**src/rtl/alu_pkg.sv**
```systemverilog
// Shared definitions for the byte-serial ALU sequencer: opcodes, FSM state
// encoding and the packed flag bundle.
package alu_pkg;

  // ALU opcodes
  localparam logic [2:0] ALU_ADD  = 3'b000;
  localparam logic [2:0] ALU_SUB  = 3'b001;
  localparam logic [2:0] ALU_SUBA = 3'b010;
  localparam logic [2:0] ALU_OR   = 3'b011;
  localparam logic [2:0] ALU_AND  = 3'b100;
  localparam logic [2:0] ALU_ANDN = 3'b101;
  localparam logic [2:0] ALU_XOR  = 3'b110;
  localparam logic [2:0] ALU_XNOR = 3'b111;

  // Sequencer state encoding
  typedef enum logic [1:0] {
    IDLE = 2'b00,
    RUN  = 2'b01,
    DONE = 2'b10
  } seq_state_t;

  // Result flags carried with a response
  typedef struct packed {
    logic c;
    logic z;
    logic n;
    logic v;
  } alu_flags_t;

endpackage

```
**src/rtl/alu_byte_sequencer_if.sv**
```systemverilog
// Bus bundle between the sequencer and its surroundings.
//   req_*  : request port (valid/ready), operands of W = 8*BYTES bits
//   alu_*  : byte-wide link to the external combinational 8-bit ALU
//   rsp_*  : response port (valid/ready), result word and C/Z/N/V flags
// slave  : sequencer side; master : environment side (requester, ALU, consumer).
interface alu_byte_sequencer_if #(
  parameter int unsigned BYTES = 2
);
  localparam int unsigned W = 8 * BYTES;

  logic         req_valid;
  logic         req_ready;
  logic [2:0]   req_oper;
  logic [W-1:0] req_a;
  logic [W-1:0] req_b;
  logic         req_cin;

  logic [2:0]   alu_oper;
  logic [7:0]   alu_a;
  logic [7:0]   alu_b;
  logic         alu_cin;
  logic [7:0]   alu_sum;
  logic         alu_cout;

  logic         rsp_valid;
  logic         rsp_ready;
  logic [W-1:0] rsp_result;
  logic         rsp_c;
  logic         rsp_z;
  logic         rsp_n;
  logic         rsp_v;

  modport slave (
    input  req_valid, req_oper, req_a, req_b, req_cin,
    output req_ready,
    output alu_oper, alu_a, alu_b, alu_cin,
    input  alu_sum, alu_cout,
    output rsp_valid, rsp_result, rsp_c, rsp_z, rsp_n, rsp_v,
    input  rsp_ready
  );

  modport master (
    output req_valid, req_oper, req_a, req_b, req_cin,
    input  req_ready,
    input  alu_oper, alu_a, alu_b, alu_cin,
    output alu_sum, alu_cout,
    input  rsp_valid, rsp_result, rsp_c, rsp_z, rsp_n, rsp_v,
    output rsp_ready
  );

endinterface

```
**src/rtl/alu_flag_unit.sv**
```systemverilog
// Combinational C/Z/N/V for the final byte of a multi-byte operation.
//   oper    : opcode of the operation
//   a7, b7  : sign bits of operands A and B
//   sum     : ALU sum of the top byte (its bit 7 is the result sign)
//   cout    : ALU carry out of the top byte
//   zacc    : 1 when every lower result byte was zero
//   flags_c : resulting flags
module alu_flag_unit
  import alu_pkg::*;
(
  input  logic [2:0] oper,
  input  logic       a7,
  input  logic       b7,
  input  logic [7:0] sum,
  input  logic       cout,
  input  logic       zacc,
  output alu_flags_t flags_c
);

  // Overflow only has meaning for the signed add/subtract opcodes
  always_comb begin
    flags_c   = '0;
    flags_c.c = cout;
    flags_c.z = zacc & (sum == 8'h00);
    flags_c.n = sum[7];
    case (oper)
      ALU_ADD: flags_c.v = (a7 == b7) && (sum[7] != a7);
      ALU_SUB: flags_c.v = (a7 != b7) && (sum[7] != a7);
      default: flags_c.v = 1'b0;
    endcase
  end

endmodule

```
**src/rtl/alu_byte_sequencer.sv**
```systemverilog
// Multi-byte front/back end for an external 8-bit combinational ALU.
// Accepts one BYTES-wide operation, feeds the ALU one byte per cycle LSB
// first with carry chained between bytes, and returns the full result with
// C/Z/N/V flags.
//   clk, rst_n : clock, asynchronous active-low reset
//   bus        : alu_byte_sequencer_if.slave (req_*, alu_*, rsp_*)
module alu_byte_sequencer
  import alu_pkg::*;
#(
  parameter int unsigned BYTES = 2
) (
  input logic                 clk,
  input logic                 rst_n,
  alu_byte_sequencer_if.slave bus
);

  localparam int unsigned W     = 8 * BYTES;
  localparam int unsigned IDX_W = (BYTES > 1) ? $clog2(BYTES) : 1;
  localparam int unsigned LAST  = BYTES - 1;

  seq_state_t       state_q, state_d;
  logic [IDX_W-1:0] idx_q;
  logic [2:0]       oper_q;
  logic [W-1:0]     a_sh_q, b_sh_q;
  logic [W-1:0]     res_q;
  logic             a7_q, b7_q;
  logic             zacc_q;

  logic             req_ready_q;
  logic [2:0]       alu_oper_q;
  logic [7:0]       alu_a_q, alu_b_q;
  logic             alu_cin_q;
  logic             rsp_valid_q;
  logic [W-1:0]     rsp_result_q;
  alu_flags_t       rsp_flags_q;

  logic             accept_c, last_c, retire_c;
  logic [W-1:0]     res_next_c;
  alu_flags_t       flags_c;

  assign accept_c = (state_q == IDLE) && bus.req_valid && req_ready_q;
  assign last_c   = (state_q == RUN) && (idx_q == IDX_W'(LAST));
  assign retire_c = (state_q == DONE) && bus.rsp_ready;

  // Result bytes enter at the top and shift down, so after BYTES steps
  // byte 0 sits at the bottom.
  assign res_next_c = (res_q >> 8) | (W'(bus.alu_sum) << (W - 8));

  alu_flag_unit u_flags (
    .oper    (oper_q),
    .a7      (a7_q),
    .b7      (b7_q),
    .sum     (bus.alu_sum),
    .cout    (bus.alu_cout),
    .zacc    (zacc_q),
    .flags_c (flags_c)
  );

  // State register
  always_ff @(posedge clk or negedge rst_n) begin
    if (!rst_n) state_q <= IDLE;
    else        state_q <= state_d;
  end

  // Next-state logic
  always_comb begin
    state_d = state_q;
    case (state_q)
      IDLE:    if (accept_c) state_d = RUN;
      RUN:     if (last_c)   state_d = DONE;
      DONE:    if (retire_c) state_d = IDLE;
      default: state_d = IDLE;
    endcase
  end

  // Datapath and registered outputs. The alu_* registers always present the
  // byte for the cycle now in progress, so the next byte is loaded one edge
  // early; alu_cin doubles as the chained carry.
  always_ff @(posedge clk or negedge rst_n) begin
    if (!rst_n) begin
      idx_q        <= '0;
      oper_q       <= '0;
      a_sh_q       <= '0;
      b_sh_q       <= '0;
      res_q        <= '0;
      a7_q         <= 1'b0;
      b7_q         <= 1'b0;
      zacc_q       <= 1'b1;
      req_ready_q  <= 1'b1;
      alu_oper_q   <= '0;
      alu_a_q      <= '0;
      alu_b_q      <= '0;
      alu_cin_q    <= 1'b0;
      rsp_valid_q  <= 1'b0;
      rsp_result_q <= '0;
      rsp_flags_q  <= '0;
    end else begin
      case (state_q)
        IDLE: begin
          if (accept_c) begin
            oper_q      <= bus.req_oper;
            a_sh_q      <= bus.req_a;
            b_sh_q      <= bus.req_b;
            a7_q        <= bus.req_a[W-1];
            b7_q        <= bus.req_b[W-1];
            idx_q       <= '0;
            zacc_q      <= 1'b1;
            req_ready_q <= 1'b0;
            alu_oper_q  <= bus.req_oper;
            alu_a_q     <= bus.req_a[7:0];
            alu_b_q     <= bus.req_b[7:0];
            alu_cin_q   <= bus.req_cin;
          end
        end
        RUN: begin
          res_q  <= res_next_c;
          zacc_q <= zacc_q & (bus.alu_sum == 8'h00);
          a_sh_q <= a_sh_q >> 8;
          b_sh_q <= b_sh_q >> 8;
          if (last_c) begin
            // Park the ALU inputs and publish the response
            alu_oper_q   <= '0;
            alu_a_q      <= '0;
            alu_b_q      <= '0;
            alu_cin_q    <= 1'b0;
            rsp_valid_q  <= 1'b1;
            rsp_result_q <= res_next_c;
            rsp_flags_q  <= flags_c;
          end else begin
            idx_q     <= idx_q + IDX_W'(1);
            alu_a_q   <= 8'(a_sh_q >> 8);
            alu_b_q   <= 8'(b_sh_q >> 8);
            alu_cin_q <= bus.alu_cout;
          end
        end
        DONE: begin
          if (retire_c) begin
            rsp_valid_q <= 1'b0;
            req_ready_q <= 1'b1;
          end
        end
        default: ;
      endcase
    end
  end

  assign bus.req_ready  = req_ready_q;
  assign bus.alu_oper   = alu_oper_q;
  assign bus.alu_a      = alu_a_q;
  assign bus.alu_b      = alu_b_q;
  assign bus.alu_cin    = alu_cin_q;
  assign bus.rsp_valid  = rsp_valid_q;
  assign bus.rsp_result = rsp_result_q;
  assign bus.rsp_c      = rsp_flags_q.c;
  assign bus.rsp_z      = rsp_flags_q.z;
  assign bus.rsp_n      = rsp_flags_q.n;
  assign bus.rsp_v      = rsp_flags_q.v;

endmodule
```
**src/flat_wrapper.sv**
```systemverilog
// flat-port wrapper written by rule: the top's interface ports become plain ports
module alu_byte_sequencer_flat import alu_pkg::*;
#(
  parameter int unsigned BYTES = 2
)
  (clk, rst_n, bus_req_valid, bus_req_oper, bus_req_a, bus_req_b, bus_req_cin, bus_req_ready, bus_alu_oper, bus_alu_a, bus_alu_b, bus_alu_cin, bus_alu_sum, bus_alu_cout, bus_rsp_valid, bus_rsp_result, bus_rsp_c, bus_rsp_z, bus_rsp_n, bus_rsp_v, bus_rsp_ready);
  alu_byte_sequencer_if #(.BYTES(BYTES)) bus_i ();
  input logic clk;
  input logic rst_n;
  input wire logic [$bits(bus_i.req_valid)-1:0] bus_req_valid;
  input wire logic [$bits(bus_i.req_oper)-1:0] bus_req_oper;
  input wire logic [$bits(bus_i.req_a)-1:0] bus_req_a;
  input wire logic [$bits(bus_i.req_b)-1:0] bus_req_b;
  input wire logic [$bits(bus_i.req_cin)-1:0] bus_req_cin;
  output wire logic [$bits(bus_i.req_ready)-1:0] bus_req_ready;
  output wire logic [$bits(bus_i.alu_oper)-1:0] bus_alu_oper;
  output wire logic [$bits(bus_i.alu_a)-1:0] bus_alu_a;
  output wire logic [$bits(bus_i.alu_b)-1:0] bus_alu_b;
  output wire logic [$bits(bus_i.alu_cin)-1:0] bus_alu_cin;
  input wire logic [$bits(bus_i.alu_sum)-1:0] bus_alu_sum;
  input wire logic [$bits(bus_i.alu_cout)-1:0] bus_alu_cout;
  output wire logic [$bits(bus_i.rsp_valid)-1:0] bus_rsp_valid;
  output wire logic [$bits(bus_i.rsp_result)-1:0] bus_rsp_result;
  output wire logic [$bits(bus_i.rsp_c)-1:0] bus_rsp_c;
  output wire logic [$bits(bus_i.rsp_z)-1:0] bus_rsp_z;
  output wire logic [$bits(bus_i.rsp_n)-1:0] bus_rsp_n;
  output wire logic [$bits(bus_i.rsp_v)-1:0] bus_rsp_v;
  input wire logic [$bits(bus_i.rsp_ready)-1:0] bus_rsp_ready;
  assign bus_i.req_valid = bus_req_valid;
  assign bus_i.req_oper = bus_req_oper;
  assign bus_i.req_a = bus_req_a;
  assign bus_i.req_b = bus_req_b;
  assign bus_i.req_cin = bus_req_cin;
  assign bus_req_ready = bus_i.req_ready;
  assign bus_alu_oper = bus_i.alu_oper;
  assign bus_alu_a = bus_i.alu_a;
  assign bus_alu_b = bus_i.alu_b;
  assign bus_alu_cin = bus_i.alu_cin;
  assign bus_i.alu_sum = bus_alu_sum;
  assign bus_i.alu_cout = bus_alu_cout;
  assign bus_rsp_valid = bus_i.rsp_valid;
  assign bus_rsp_result = bus_i.rsp_result;
  assign bus_rsp_c = bus_i.rsp_c;
  assign bus_rsp_z = bus_i.rsp_z;
  assign bus_rsp_n = bus_i.rsp_n;
  assign bus_rsp_v = bus_i.rsp_v;
  assign bus_i.rsp_ready = bus_rsp_ready;
  alu_byte_sequencer #(.BYTES(BYTES)) u_core (.clk(clk), .rst_n(rst_n), .bus(bus_i));
endmodule
```
**config.mk**
```make
export PLATFORM = sky130hd
export DESIGN_NAME = alu_byte_sequencer_flat
export DESIGN_NICKNAME = d
export VERILOG_FILES = /design/src/rtl/alu_pkg.sv /design/src/rtl/alu_byte_sequencer_if.sv /design/src/rtl/alu_flag_unit.sv /design/src/rtl/alu_byte_sequencer.sv /design/src/flat_wrapper.sv
export SDC_FILE = /design/constraint.sdc
export NUM_CORES = 1
export LEC_CHECK = 0
export CORE_MARGIN = 2
export CORE_UTILIZATION = 45
export DETAILED_ROUTE_END_ITERATION = 12
export DONT_BUFFER_PORTS = 1
export HOLD_SLACK_MARGIN = 0.06
export PLACE_DENSITY = 0.68
export SLEW_MARGIN = 20
export SYNTH_ARGS = -nofsm -noshare
export SYNTH_HDL_FRONTEND = slang
export SYNTH_HIERARCHICAL = 1
export SYNTH_SLANG_ARGS = --single-unit
export TNS_END_PERCENT = 5
```
**constraint.sdc**
```tcl
create_clock -name clk -period 1.9 [get_ports clk]
set_input_delay 0.57 -clock clk [delete_from_list [all_inputs] [get_ports clk]]
set_output_delay 0.57 -clock clk [all_outputs]
set_load 0.05 [all_outputs]
```
# --- Yosys cells after proc, flatten, opt, wreduce, memory -nomap -nowiden ---
# Index checks and enable logic that the tools add are counted.
totals:
  regBits: 99
  out_inout_bits: 42
  wordCells: 84
classes:
  addsub: 1
  eq_ne: 10
  mux: 31
  bitwise: 2
  reduce_logical: 20
op_table:
  columns: ["op", "n"]
  rows:
  - ["$pmux W16 S2", 2]
  - ["$mux W16", 2]
  - ["$mux W8", 4]
  - ["$pmux W8 S2", 2]
  - ["$or A8 B16 Y16", 1]
  - ["$reduce_and A3 Y1", 5]
  - ["$pmux W1 S2", 6]
  - ["$logic_not A8 Y1", 1]
  - ["$mux W1", 8]
  - ["$logic_and A1 B1 Y1", 6]
  - ["$mux W2", 3]
  - ["$mux W3", 2]
  - ["$ne A2 B1 Y1 const B", 3]
  - ["$pmux W2 S3", 1]
  - ["$pmux W3 S2", 1]
  - ["$reduce_and A2 Y1", 3]
  - ["$reduce_bool A2 Y1", 3]
  - ["$eq A3 B1 Y1 const B", 1]
  - ["$logic_not A3 Y1", 1]
  - ["$eq A2 B1 Y1 const B", 1]
  - ["$eq A2 B2 Y1 const B", 1]
  - ["$logic_not A2 Y1", 1]
  - ["$ne A1 B1 Y1", 2]
  - ["$ne A2 B2 Y1 const B", 1]
  - ["other kinds (3)", 3]

# --- Longest topological paths before layout ---
logic_depth:
  word_depth: 5
  ltp_mapped: 5
  mapped_depth_nobuf: 3

# --- By module ---
# Netlist, hierarchy kept.
by_module_without_submodules:
  columns: ["mod", "instances", "cells_per_inst", "area_each_um2"]
  rows:
  - ["alu_byte_sequencer", 1, 297, 3151.8]
  - ["alu_flag_unit", 1, 9, 81.3]

# --- Worst setup path before layout ---
# Ideal clock, no wire load.
synth_timing:
  path_type: "input to register"
  start: "in bus_alu_sum[4]"
  end: "reg u_core.rsp_flags_q, in the netlist u_core/bus.rsp_z"
  setup_ns: 0.066
  arrival_time_ns: 1.463
  setup_slack_ns: 0.371
  cell_stages: 3
  path_buffers: 0
  path_cell_list: "or4b_1 nor4_2 mux2_4"
synth_lines:
  columns: ["element", "line", "rtl"]
  rows:
  - ["start, declared", "flat_wrapper.sv:20", "input wire logic [$bits(bus_i.alu_sum)-1:0] bus_alu_sum;"]
  - ["end signal, assigned", "alu_byte_sequencer.sv:128", "rsp_flags_q <= flags_c;"]
  - ["end, declared", "alu_byte_sequencer.sv:35", "alu_flags_t rsp_flags_q;"]

# --- Worst setup path in the final report ---
layout_timing:
  start: "reg u_core.req_ready_q (netlist: u_core/bus.req_ready)"
  end: "out bus_req_ready"
layout_lines:
  columns: ["element", "line", "rtl"]
  rows:
  - ["start, declared", "alu_byte_sequencer.sv:29", "logic req_ready_q;"]
  - ["start signal, assigned", "alu_byte_sequencer.sv:89", "req_ready_q <= 1'b1;"]
  - ["start signal, assigned", "alu_byte_sequencer.sv:108", "req_ready_q <= 1'b0;"]
  - ["start signal, assigned", "alu_byte_sequencer.sv:139", "req_ready_q <= 1'b1;"]
  - ["end, declared", "flat_wrapper.sv:15", "output wire logic [$bits(bus_i.req_ready)-1:0] bus_req_ready;"]
# No word-level cell between the ends.

==> impl_metrics.py <==
metrics = {
    "cts": {
        "clkTransAtPathRegs_ns": 0.09,
        "cts_root_buf": "clkbuf_8",
        "htree_levels": 3,
        "cts_resized": 0,
        "cts_tree": "yes",
        "clock_sinks": 75,
        "clk_path_buf_depth": 2,
        "cts_buffers": 9,
        "post_cts_buffers": 0,
        "clk_latency_ns": 0.34,
    },
    "global_routing": {
        "grt_pass1_wl_um": 10700,
        "use_met3_pct": 5.69,
        "antenna_found_initial": 0,
        "grt_max_degree": 76,
        "grt-busiest-layer": "met2",
        "use_met2_pct": 27.9,
        "first_global_vias": 2205,
        "grtUsageTotal_pct": 18.1,
        "grt.overflow.total": 0,
        "met1_usage_pct": 23.4,
    },
    "cells_and_area": {
        "finish.utilization_pct": 51.5,
        "antennaDiodeCount": 0,
        "drive_above_1_share_pct": 17.3,
        "area_growth_pct": 9.48,
        "final_cell_mix": "89 x nand2_1, 73 x dfrtp_1, 51 x nand3_1",
        "fin_nets": 351,
        "final_common_cell": "nand2_1",
    },
    "floorplan": {
        "die-area_um2": 7880,
        "io_pins": 91,
        "die_w_um": 88.8,
        "coreArea_um2": 6870,
        "die_y_um": 88.8,
        "rows": 30,
        "start_util_pct": 47.1,
    },
    "drt": {
        "drt_wl_total_um": 6740,
        "wl_per_cell_um": 16.7,
        "dr.pass1.iters": 6,
        "dr.first_iter.drc_count": 119,
        "ant_nets": 0,
        "drc": 0,
        "vias": 2177,
        "drt-vias-per-instance": 5.40,
    },
    "timing": {
        "fin_crit_ns": 1.69,
        "finalHoldViolations": 73,
        "grt_setup_unrepaired": "false",
        "hold_ws_ns": -0.0877,
        "slew_viol_final": 0,
        "tightestPinTransition_ns": 0.519,
        "skew_ns": 0.0122,
        "maxSlewHeadroom_pct": 65.4,
        "setup_violations": 0,
        "fmax_mhz": 590,
        "tns_ns": 0,
        "fin_crit_sh_pct": 89.2,
    },
    "setup_path": {
        "cp_max_fo": 4,
        "crit_slowest_cell": "dfstp_2",
        "r2r_slack_ns": 0.36,
        "endpoint_kind": "primary output",
        "cp_cell_sequence": "buf_4",
        "worstRegToRegCells": 4,
        "worstPathArrival_ns": 1.12,
        "cpPeakStageDelay_ns": 0.58,
        "crit_required_ns": 1.33,
        "timing.rr.start": "u_core/state_q[0]",
        "worstSetupPathType": "flop to primary output",
        "crit_family": "flip-flops",
        "r2r_end": "u_core/bus.alu_oper[1]",
        "worstSetupStartpointType": "flop",
        "crit_buf_inv": 1,
    },
    "power": {
        "static-leakage-power_nw": 1.68,
        "irDropWorstVdd_uv": 475,
        "power_mw": 2.90,
        "powerDensity_nw_per_um2": 821,
    },
    "yosys": {
        "ys_types": 28,
        "netlist.area_leader.share_pct": 56.5,
        "syn-cell-area_um2": 3230,
        "synth.ff_latch_count": 75,
        "synth-main-ff-cell": "dfrtp_1",
        "synthTopCellsByArea": "dfrtp_1 57%, nand2_1 10%, mux2_4 8.8%",
        "seq_area_frac_synth_pct": 58.1,
        "synth-edff-count": 0,
        "yosysTopAreaCell": "dfrtp_1",
        "synth.net_count": 355,
        "ys_warn_count": 6,
        "synthCells": 306,
        "async_reset_ff_share_pct": 100,
        "avgSynthCellArea_um2": 10.6,
    },
    "placed_design": {
        "port-buffer-count": 0,
        "dp_hpwl_um": 4390,
        "place_congestion": 0.745,
    },
    "status": {
        "outcome": "complete, but fails checks",
        "violations": "hold timing",
    },
    "job": {
        "maxCapViolCount": 0,
    },
    "hold_path": {
        "hp-class": "input port to async pin",
    },
}
[Yosys cell counts (2+ instances only)]
| library cell | count |
|---|---|
| a21oi_1 | 5 |
| a22o_1 | 3 |
| buf_2 | 10 |
| buf_4 | 3 |
| buf_6 | 2 |
| clkbuf_1 | 7 |
| dfrtp_1 | 73 |
| dfstp_2 | 2 |
| inv_1 | 2 |
| mux2_2 | 2 |
| mux2_4 | 19 |
| nand2_1 | 89 |
| nand2b_1 | 2 |
| nand3_1 | 51 |
| nand3b_1 | 17 |
| nor2_1 | 3 |
| nor4_1 | 2 |
| nor4b_1 | 2 |
| o21ai_0 | 3 |
[per-stage QoR]
stage                     worst slack [ns]  area [um2]  std cells
after floorplan                      0.371        3230        306
after global placement               0.343        3340        387
after detailed placement             0.278        3340        387
after CTS                            0.182        3540        403
after global routing                 0.159        3540        403
final                                0.205        3540        403
[sequential cells by signal, summed over array words and instances, names as in the netlist, 2 cells and up]
signal	flops
u_core/bus.rsp_result	16
u_core/a_sh_q	8
u_core/b_sh_q	8
u_core/bus.alu_a	8
u_core/bus.alu_b	8
u_core/res_q	8
u_core/bus.alu_oper	3
u_core/oper_q	3
u_core/state_q	2
[kinds of logic (layout without fill, tap and decap cells)]
logic type / after synthesis / after routing / synth area share (%)
AOI/OAI and AO/OA: 11 / 11 / 2.05
xor gates and xnor gates: 1 / 1 / 0.271
buffers and inverters: 25 / 26 / 4.10
DFF: 75 / 75 / 58.1
muxes: 21 / 21 / 9.52
and+or+nand+nor: 173 / 173 / 25.9
[worst reg2reg max path: stages, from the launching register on]
cell	delay (ns)
dfrtp_1	0.49
nor2b_2	0.26
buf_4	0.32
a21oi_1	0.16
a22o_1	0.19
[report_power, final]
part           internal [mW]  switching, mW  total (mW)
clock                  0.642          0.586        1.23
sequential              1.61         0.0465        1.65
combinational         0.0192        0.00524      0.0244
[per-layer routing]
layer | share of wire, % | vias to the layer above
met4 | 2.0 | 0
li1 | - | 1022
met3 | 7.0 | 13
met2 | 47 | 73
met1 | 43 | 1069
met5 | 0 | -
[layout make-up]
type	instances	area, um2
Fill cell	629	3330
Sequential cell	75	1880
Multi-Input combinational cell	206	1250
Clock buffer	10	138
Tap cell	96	120
Timing Repair Buffer	8	85.1
Clock inverter	6	63.8
Inverter	2	7.51
[worst max-delay path by stage]
stage | start | endpoint | slack [ns] | depth (start not counted)
after detailed placement | bus_alu_sum[4] | u_core/bus.rsp_z | 0.28 | 3
final | u_core/bus.req_ready | bus_req_ready | 0.21 | 1
after CTS | u_core/bus.req_ready | bus_req_ready | 0.18 | 1
after global placement | bus_alu_sum[4] | u_core/bus.rsp_z | 0.34 | 3
after global routing | u_core/bus.req_ready | bus_req_ready | 0.16 | 1
after floorplan | bus_alu_sum[4] | u_core/bus.rsp_z | 0.37 | 3
Note: power is estimated with default switching activity, not from simulation.
